## src/rtl/regfile_scoreboard.sv

```systemverilog
// rtl/regfile_scoreboard.sv - multi-port register file with per-register busy scoreboard
// Combinational reads with optional same-cycle write forwarding; issue marks a register busy until writeback.
module regfile_scoreboard #(
  parameter int B        = 32,
  parameter int N        = 5,
  parameter int NR       = 2,
  parameter int NW       = 2,
  parameter int ZERO_REG = 1,
  parameter int BYPASS   = 1
) (
  input  logic            clk,
  input  logic            rst_n,
  input  logic [NR*N-1:0] r_addr,
  output logic [NR*B-1:0] r_data,
  output logic [NR-1:0]   r_busy,
  input  logic [NW-1:0]   w_en,
  input  logic [NW*N-1:0] w_addr,
  input  logic [NW*B-1:0] w_data,
  input  logic            iss_en,
  input  logic [N-1:0]    iss_addr,
  output logic            iss_ready,
  output logic [N:0]      busy_cnt
);
  localparam int D = 1 << N;

  logic [B-1:0]  mem [D];
  logic [D-1:0]  busy;
  logic [D-1:0]  wr_hit;
  logic [D-1:0]  fwd_hit;
  logic [D-1:0]  busy_eff;
  logic [D-1:0]  busy_nxt;
  logic [NW-1:0] w_live;
  logic [N:0]    cnt_nxt;

  // Pending writes are masked in reset so forwarding cannot leak data while storage reads as zero.
  assign w_live = w_en & {NW{rst_n}};

  always_comb begin
    wr_hit = '0;
    for (int j = 0; j < NW; j++) begin
      if (w_live[j]) wr_hit[w_addr[j*N +: N]] = 1'b1;
    end
  end

  assign fwd_hit = (BYPASS != 0) ? wr_hit : '0;

  always_comb begin
    busy_eff = busy & ~fwd_hit;
    if (ZERO_REG != 0) busy_eff[0] = 1'b0;
  end

  assign iss_ready = ~busy_eff[iss_addr];

  // Issue is applied after writeback clears so a same-cycle producer leaves the register busy.
  always_comb begin
    busy_nxt = busy & ~wr_hit;
    if (iss_en && iss_ready) busy_nxt[iss_addr] = 1'b1;
    if (ZERO_REG != 0) busy_nxt[0] = 1'b0;
    cnt_nxt = '0;
    for (int i = 0; i < D; i++) begin
      cnt_nxt = cnt_nxt + {{N{1'b0}}, busy_nxt[i]};
    end
  end

  always_comb begin
    r_data = '0;
    r_busy = '0;
    for (int k = 0; k < NR; k++) begin
      r_data[k*B +: B] = mem[r_addr[k*N +: N]];
      if (BYPASS != 0) begin
        for (int j = 0; j < NW; j++) begin
          if (w_live[j] && (w_addr[j*N +: N] == r_addr[k*N +: N])) r_data[k*B +: B] = w_data[j*B +: B];
        end
      end
      if ((ZERO_REG != 0) && (r_addr[k*N +: N] == '0)) r_data[k*B +: B] = '0;
      r_busy[k] = busy_eff[r_addr[k*N +: N]];
    end
  end

  always_ff @(posedge clk or negedge rst_n) begin
    if (!rst_n) begin
      for (int i = 0; i < D; i++) mem[i] <= '0;
      busy     <= '0;
      busy_cnt <= '0;
    end else begin
      for (int j = 0; j < NW; j++) begin
        if (w_en[j] && !((ZERO_REG != 0) && (w_addr[j*N +: N] == '0)))
          mem[w_addr[j*N +: N]] <= w_data[j*B +: B];
      end
      busy     <= busy_nxt;
      busy_cnt <= cnt_nxt;
    end
  end
endmodule

```

## config.mk

```make
export PLATFORM = sky130hd
export DESIGN_NAME = regfile_scoreboard
export DESIGN_NICKNAME = d
export VERILOG_FILES = /design/src/rtl/regfile_scoreboard.sv
export SDC_FILE = /design/constraint.sdc
export NUM_CORES = 2
export LEC_CHECK = 0
export CAP_MARGIN = 20
export CORE_AREA = 2 2 344 346
export CTS_BUF_LIST = sky130_fd_sc_hd__clkbuf_8
export DETAILED_ROUTE_END_ITERATION = 8
export DIE_AREA = 0 0 346 348
export PLACE_DENSITY_LB_ADDON = 0.3
export SYNTH_ARGS = -nofsm -noshare
export SYNTH_HDL_FRONTEND = slang
export SYNTH_SLANG_ARGS = --single-unit
```

## constraint.sdc

```tcl
create_clock -name clk -period 6.28 [get_ports clk]
set_input_delay 1.256 -clock clk [delete_from_list [all_inputs] [get_ports clk]]
set_output_delay 1.256 -clock clk [all_outputs]
set_load 0.1 [all_outputs]
```

[Word-level counts from Yosys, hierarchy flattened]
Index checks and enable logic that the tools add are counted.
W data, S select, Z words.
Word-level totals
  bits in registers: 1061
  output and inout bits: 73
Operators by class
  add/subtract/negate cells: 30
  order comparisons: 14
  equal/unequal tests: 4
  multiplexer cells: 35
  bitwise gates (word level): 10
  reduce and logical (&&, ||, !) cells: 18
Operators with widths (count)
  $bwmux W1024: 2
  $mux W1024: 2
  $mux W32: 15
  $bmux W32 S5: 2
  $demux W32 S5: 2
  $add A6 B1 Y6: 25
  $or A32 B32 Y32: 2
  $and A32 B32 Y32: 1
  $not A32 Y32: 1
  $lt A5 B6 Y1 const B: 5
  $ge A6 B6 Y1 const B: 4
  $not A5 Y6: 4
  $eq A5 B5 Y1: 4
  $logic_not A5 Y1: 4
  $bmux W1 S5: 3
  $demux W1 S5: 3
  $ge A5 B1 Y1 const B: 3
  $logic_and A1 B1 Y1: 12
  $lt A6 B1 Y1 const B: 2
  $add A5 B1 Y6: 1
  $mux W1: 6
  $add A4 B1 Y5: 1
  $add A3 B1 Y4: 1
  $add A2 B1 Y3: 1
  4 further kinds: 5

[Depth between registers and ports, before layout]
  depth after elaboration: 44
  mapped depth: 27

[Worst setup path after synthesis]
Ideal clock, no wire load.
  path type: input to register
  start point: input port w_addr[4]
  end point: register busy_cnt[4]
  data arrival time: 7.900 ns
  path slack: -1.700 ns
  stages: 22
  path buffers: 3
  cell sequence: buf_2 or3_1 buf_2 o221ai_4 o22ai_1 nor3_1 nand4_1 or4b_4 buf_6 o31a_1 fa_1 fa_1 fa_1 inv_1 fa_1 fa_1 fa_1 fa_1 fa_1 a21o_1 a21oi_1 xnor2_1
On the way
  cells in the longest elaborated chain, start to end: 44
  elaborated cells between the ends (all ways): 46
RTL lines
  from (decl): line 17  | input logic [NW*N-1:0] w_addr,
  $lt A5 B6 Y1 (implied by the code) / $ge A5 B1 Y1 (equally long branches): line 41  | if (w_live[j]) wr_hit[w_addr[j*N +: N]] = 1'b1;
  $logic_and A1 B1 Y1 (implied by the code): line 41
  $mux W1 (implied by the code): line 41
  $demux W1 S5 *: line 41
  $mux W32 *: line 41
  $or A32 B32 Y32 (no line)
  $mux W32 *: line 41
  $not A32 Y32 *: line 48, 56
  [6 not listed]
  $add A1 B1 Y2: line 61  | cnt_nxt = cnt_nxt + {{N{1'b0}}, busy_nxt[i]};
  $add A2 B1 Y3: line 61
  $add A3 B1 Y4: line 61
  $add A4 B1 Y5: line 61
  $add A5 B1 Y6: line 61
  $add A6 B1 Y6 (24 in a row): line 61
  $add A6 B1 Y6 *: line 61
  net cnt_nxt[4]: line 33  | logic [N:0] cnt_nxt;
  to (signal assigned): line 91  | busy_cnt <= cnt_nxt;
  to (decl): line 22  | output logic [N:0] busy_cnt
Mark *: on every way through the listed nets, which the timed path passes. The rest lies on a longest branch. The select of a mux whose other input is x is not followed.

[Worst setup path in the final report]
  start point: input port w_addr[1]
  end point: register busy_cnt[4]
Same word-level chain as after synthesis.

==> impl_metrics.py <==
metrics = {
    "outcome": {
        "status": "finished, violations left",
        "violations": "setup timing",
    },
    "cells_and_area": {
        "fill_cells": 8738,
        "finalNetCount": 6419,
        "drive_above_1_share_pct": 23.8,
        "final_cell_mix": "dfrtp_1, mux2i_1, mux4_2, a21oi_1, nor2_1",
        "final_common_cell": "dfrtp_1",
        "final_cell_area_mm2": 0.0774,
        "area_growth_pct": 13.5,
    },
    "setup_path": {
        "crit_start": "w_addr[1]",
        "path_class": "in2reg",
        "r2r_cells": 19,
        "cp-start-kind": "input port",
        "cp.arrival_ps": 7800,
        "worstSetupEndpointType": "flop",
        "rr_startpoint": "busy[14]",
        "required_ps": 7080,
        "reg2reg_to": "busy_cnt[4]",
        "r2r_setup_slack_ps": -100,
        "endpoint": "busy_cnt[4]",
        "worstPathMaxFanout": 9,
    },
    "synth": {
        "syn_avg_cell_area_um2": 10.7,
        "synth_cell_type_count": 77,
        "synth_ff_type": "dfrtp_1",
        "syn-cell-area_mm2": 0.0682,
        "yosysWarnings": 0,
        "synthAdderAreaFrac_pct": 0.803,
        "synth-simple-area-share_pct": 8.32,
        "synthArstFlopShare_pct": 100,
        "yosysTopAreaCellShare_pct": 38.9,
        "netlist_top_cells_area": "dfrtp_1, mux4_2, mux2i_1",
        "syn_inst": 6360,
        "synth.net_count": 6484,
        "synth-seq-cells": 1061,
        "synth_compound_area_share_pct": 11.6,
        "synth_xor_area_share_pct": 0.244,
        "synth_top_cell_by_area": "dfrtp_1",
        "synth_top_family_by_area": "multiplexers",
        "synth-edff-count": 0,
        "yosys-mux-area-fraction_pct": 35.0,
        "synth-seq-area-share_pct": 38.9,
    },
    "routing": {
        "vias": 56760,
        "ant_nets": 0,
        "first_pass_iters": 8,
        "drc_errors": 0,
        "dr.first_iter.drc_count": 8058,
        "wirelength_mm": 257,
        "wl_per_cell_um": 32.2,
        "viasPerCell": 7.13,
    },
    "floorplanning": {
        "fp-row-count": 126,
        "die-area_mm2": 0.120,
        "chipHeight_um": 348,
        "core_mm2": 0.117,
        "io_pins": 167,
        "start_util_pct": 58.3,
        "chipWidth_um": 346,
    },
    "clock_network": {
        "clk_latency_ps": 940,
        "htreeDepth": 4,
        "path_clk_slew_ps": 70,
        "clock_sinks": 1061,
        "cts-buffers-inserted": 183,
        "cts_tree": "yes",
        "clk_path_buf_depth": 3,
        "cts_root_buffer": "clkbuf_8",
    },
    "sta": {
        "maxSlewHeadroom_pct": 17.9,
        "grt_setup_unrepaired": "true",
        "setup_viol": 6,
        "fmax_mhz": 143,
        "slew_violations": 0,
        "hold_viol": 0,
        "fin_skew_ps": 55.4,
        "worstMarginPinSlew_ps": 1230,
        "holdWs_ps": 358,
        "timing.final.ws_setup_ps": -715,
        "period_needed_ps": 7000,
        "fin_crit_sh_pct": 111,
    },
    "min_path": {
        "hold_path_class": "in2async",
    },
    "global_route": {
        "antenna_found_initial": 13,
        "grt_pass1_wl_mm": 377,
        "grt_start_max_net_pins": 168,
        "grt_remaining_overflow": 0,
        "grt_usage_pct": 42.7,
        "grt_pass1_vias": 56297,
    },
    "run": {
        "drv_cap": 0,
    },
    "placed_design": {
        "gp_congestion": 0.908,
        "dp.final_hpwl_mm": 147,
        "post_dp_cell_area_mm2": 0.0732,
        "port_buffers": 166,
    },
    "power_and_ir_drop": {
        "pwr_density_cell_mw_per_mm2": 361,
        "power.leakage_uw": 0.0319,
        "ir_drop_v": 0.00110,
    },
}
## worst min-delay path by stage
stage / end / start
2_1_floorplan: mem[1000] / mem[1000]
3_3_place_gp: mem[995] / mem[995]
3_5_place_dp: mem[1021] / mem[1021]
4_1_cts: busy[31] / rst_n
5_1_grt: busy[31] / rst_n
6_report: busy[31] / rst_n
## kinds of logic after synthesis
family / Yosys count
fa+ha+maj: 30
compound gates: 1400
flops: 1061
mux: 1623
xor+xnor: 19
buf+inv: 868
simple gates: 1359
## registers in the layout, indices dropped and copies added (netlist names)
| name | cells |
|---|---|
| mem | 1024 |
| busy_cnt | 6 |
| busy | 31 |
## power breakdown
group | total [µW] | internal (µW) | switching [µW]
clock | 6490 | 3430 | 3060
combinational | 11400 | 5730 | 5650
sequential | 10100 | 8700 | 1370
## synthesized netlist by cell type, types with 9 or more instances
| cell type | number |
|---|---|
| buf_2 | 54 |
| nand3b_1 | 9 |
| fa_1 | 23 |
| a32oi_1 | 22 |
| buf_1 | 103 |
| o221ai_1 | 18 |
| nand4_1 | 12 |
| a22o_1 | 65 |
| mux2i_1 | 1008 |
| buf_6 | 17 |
| inv_1 | 35 |
| clkbuf_2 | 31 |
| o21ai_1 | 82 |
| mux4_2 | 609 |
| nor2_1 | 610 |
| o21ai_0 | 485 |
| nor3_1 | 9 |
| o22ai_1 | 9 |
| or3_1 | 10 |
| nand3_1 | 42 |
| nand2_1 | 563 |
| nand2b_1 | 46 |
| o211ai_1 | 33 |
| a21oi_1 | 610 |
| clkbuf_1 | 620 |
| dfrtp_1 | 1061 |
| xnor2_1 | 11 |
## worst max-delay path, stage by stage
cell and delay, ps:
buf_2 110, buf_6 120, nand4_4 140, buf_4 180
o221ai_2 310, o32ai_1 130, a21o_1 200, or3b_4 400
buf_6 150, buf_4 160, o31a_1 330, fa_1 560
fa_1 470, fa_1 540, inv_1 60, fa_1 490
fa_1 570, fa_1 430, fa_2 380, fa_2 350
a21o_1 170, a21oi_2 130, xnor2_1 140
## area by class of cell
class	count	area, µm²	area share [%]
clock inverters	78	462	0.596
multi-input cells	4431	39000	50.3
diodes	12	30.0	0.0388
flip-flops and latches	1061	26600	34.3
repair buffers	582	6210	8.02
well taps	1536	1920	2.48
inverters	36	136	0.176
clock buffers	230	3170	4.09
## routing by layer
layer	wire length, µm	global-route usage (%)	vias to the layer above
met5	186	0.400	-
met1	87400	54.1	27705
met3	37900	15.5	1286
met4	20300	27.9	17
met2	111000	62.2	4635
li1	-	-	23117
## through the flow
step | setup WS, ps | utilization (%) | total power, µW | TNS, ps | std cells
4_1_cts | -690 | 66.1 | 27800 | -2880 | 7951
6_report | -715 | 66.2 | 27900 | -2990 | 7966
5_1_grt | -872 | 66.2 | 29400 | -3840 | 7957
3_3_place_gp | -2140 | 62.6 | 20700 | -11720 | 7613
3_5_place_dp | -2180 | 62.6 | 21200 | -11910 | 7614
2_1_floorplan | -1360 | - | 17500 | -6640 | 6360
## repair_timing
item                       4_1_cts  5_1_grt
cloned                           0        0
setup endpoints to repair        6        6
buffers inserted                29        1
hold buffers                     0        0
resized for setup              112        8
pin swaps                       18        9
(Power assumes the default switching activity.)
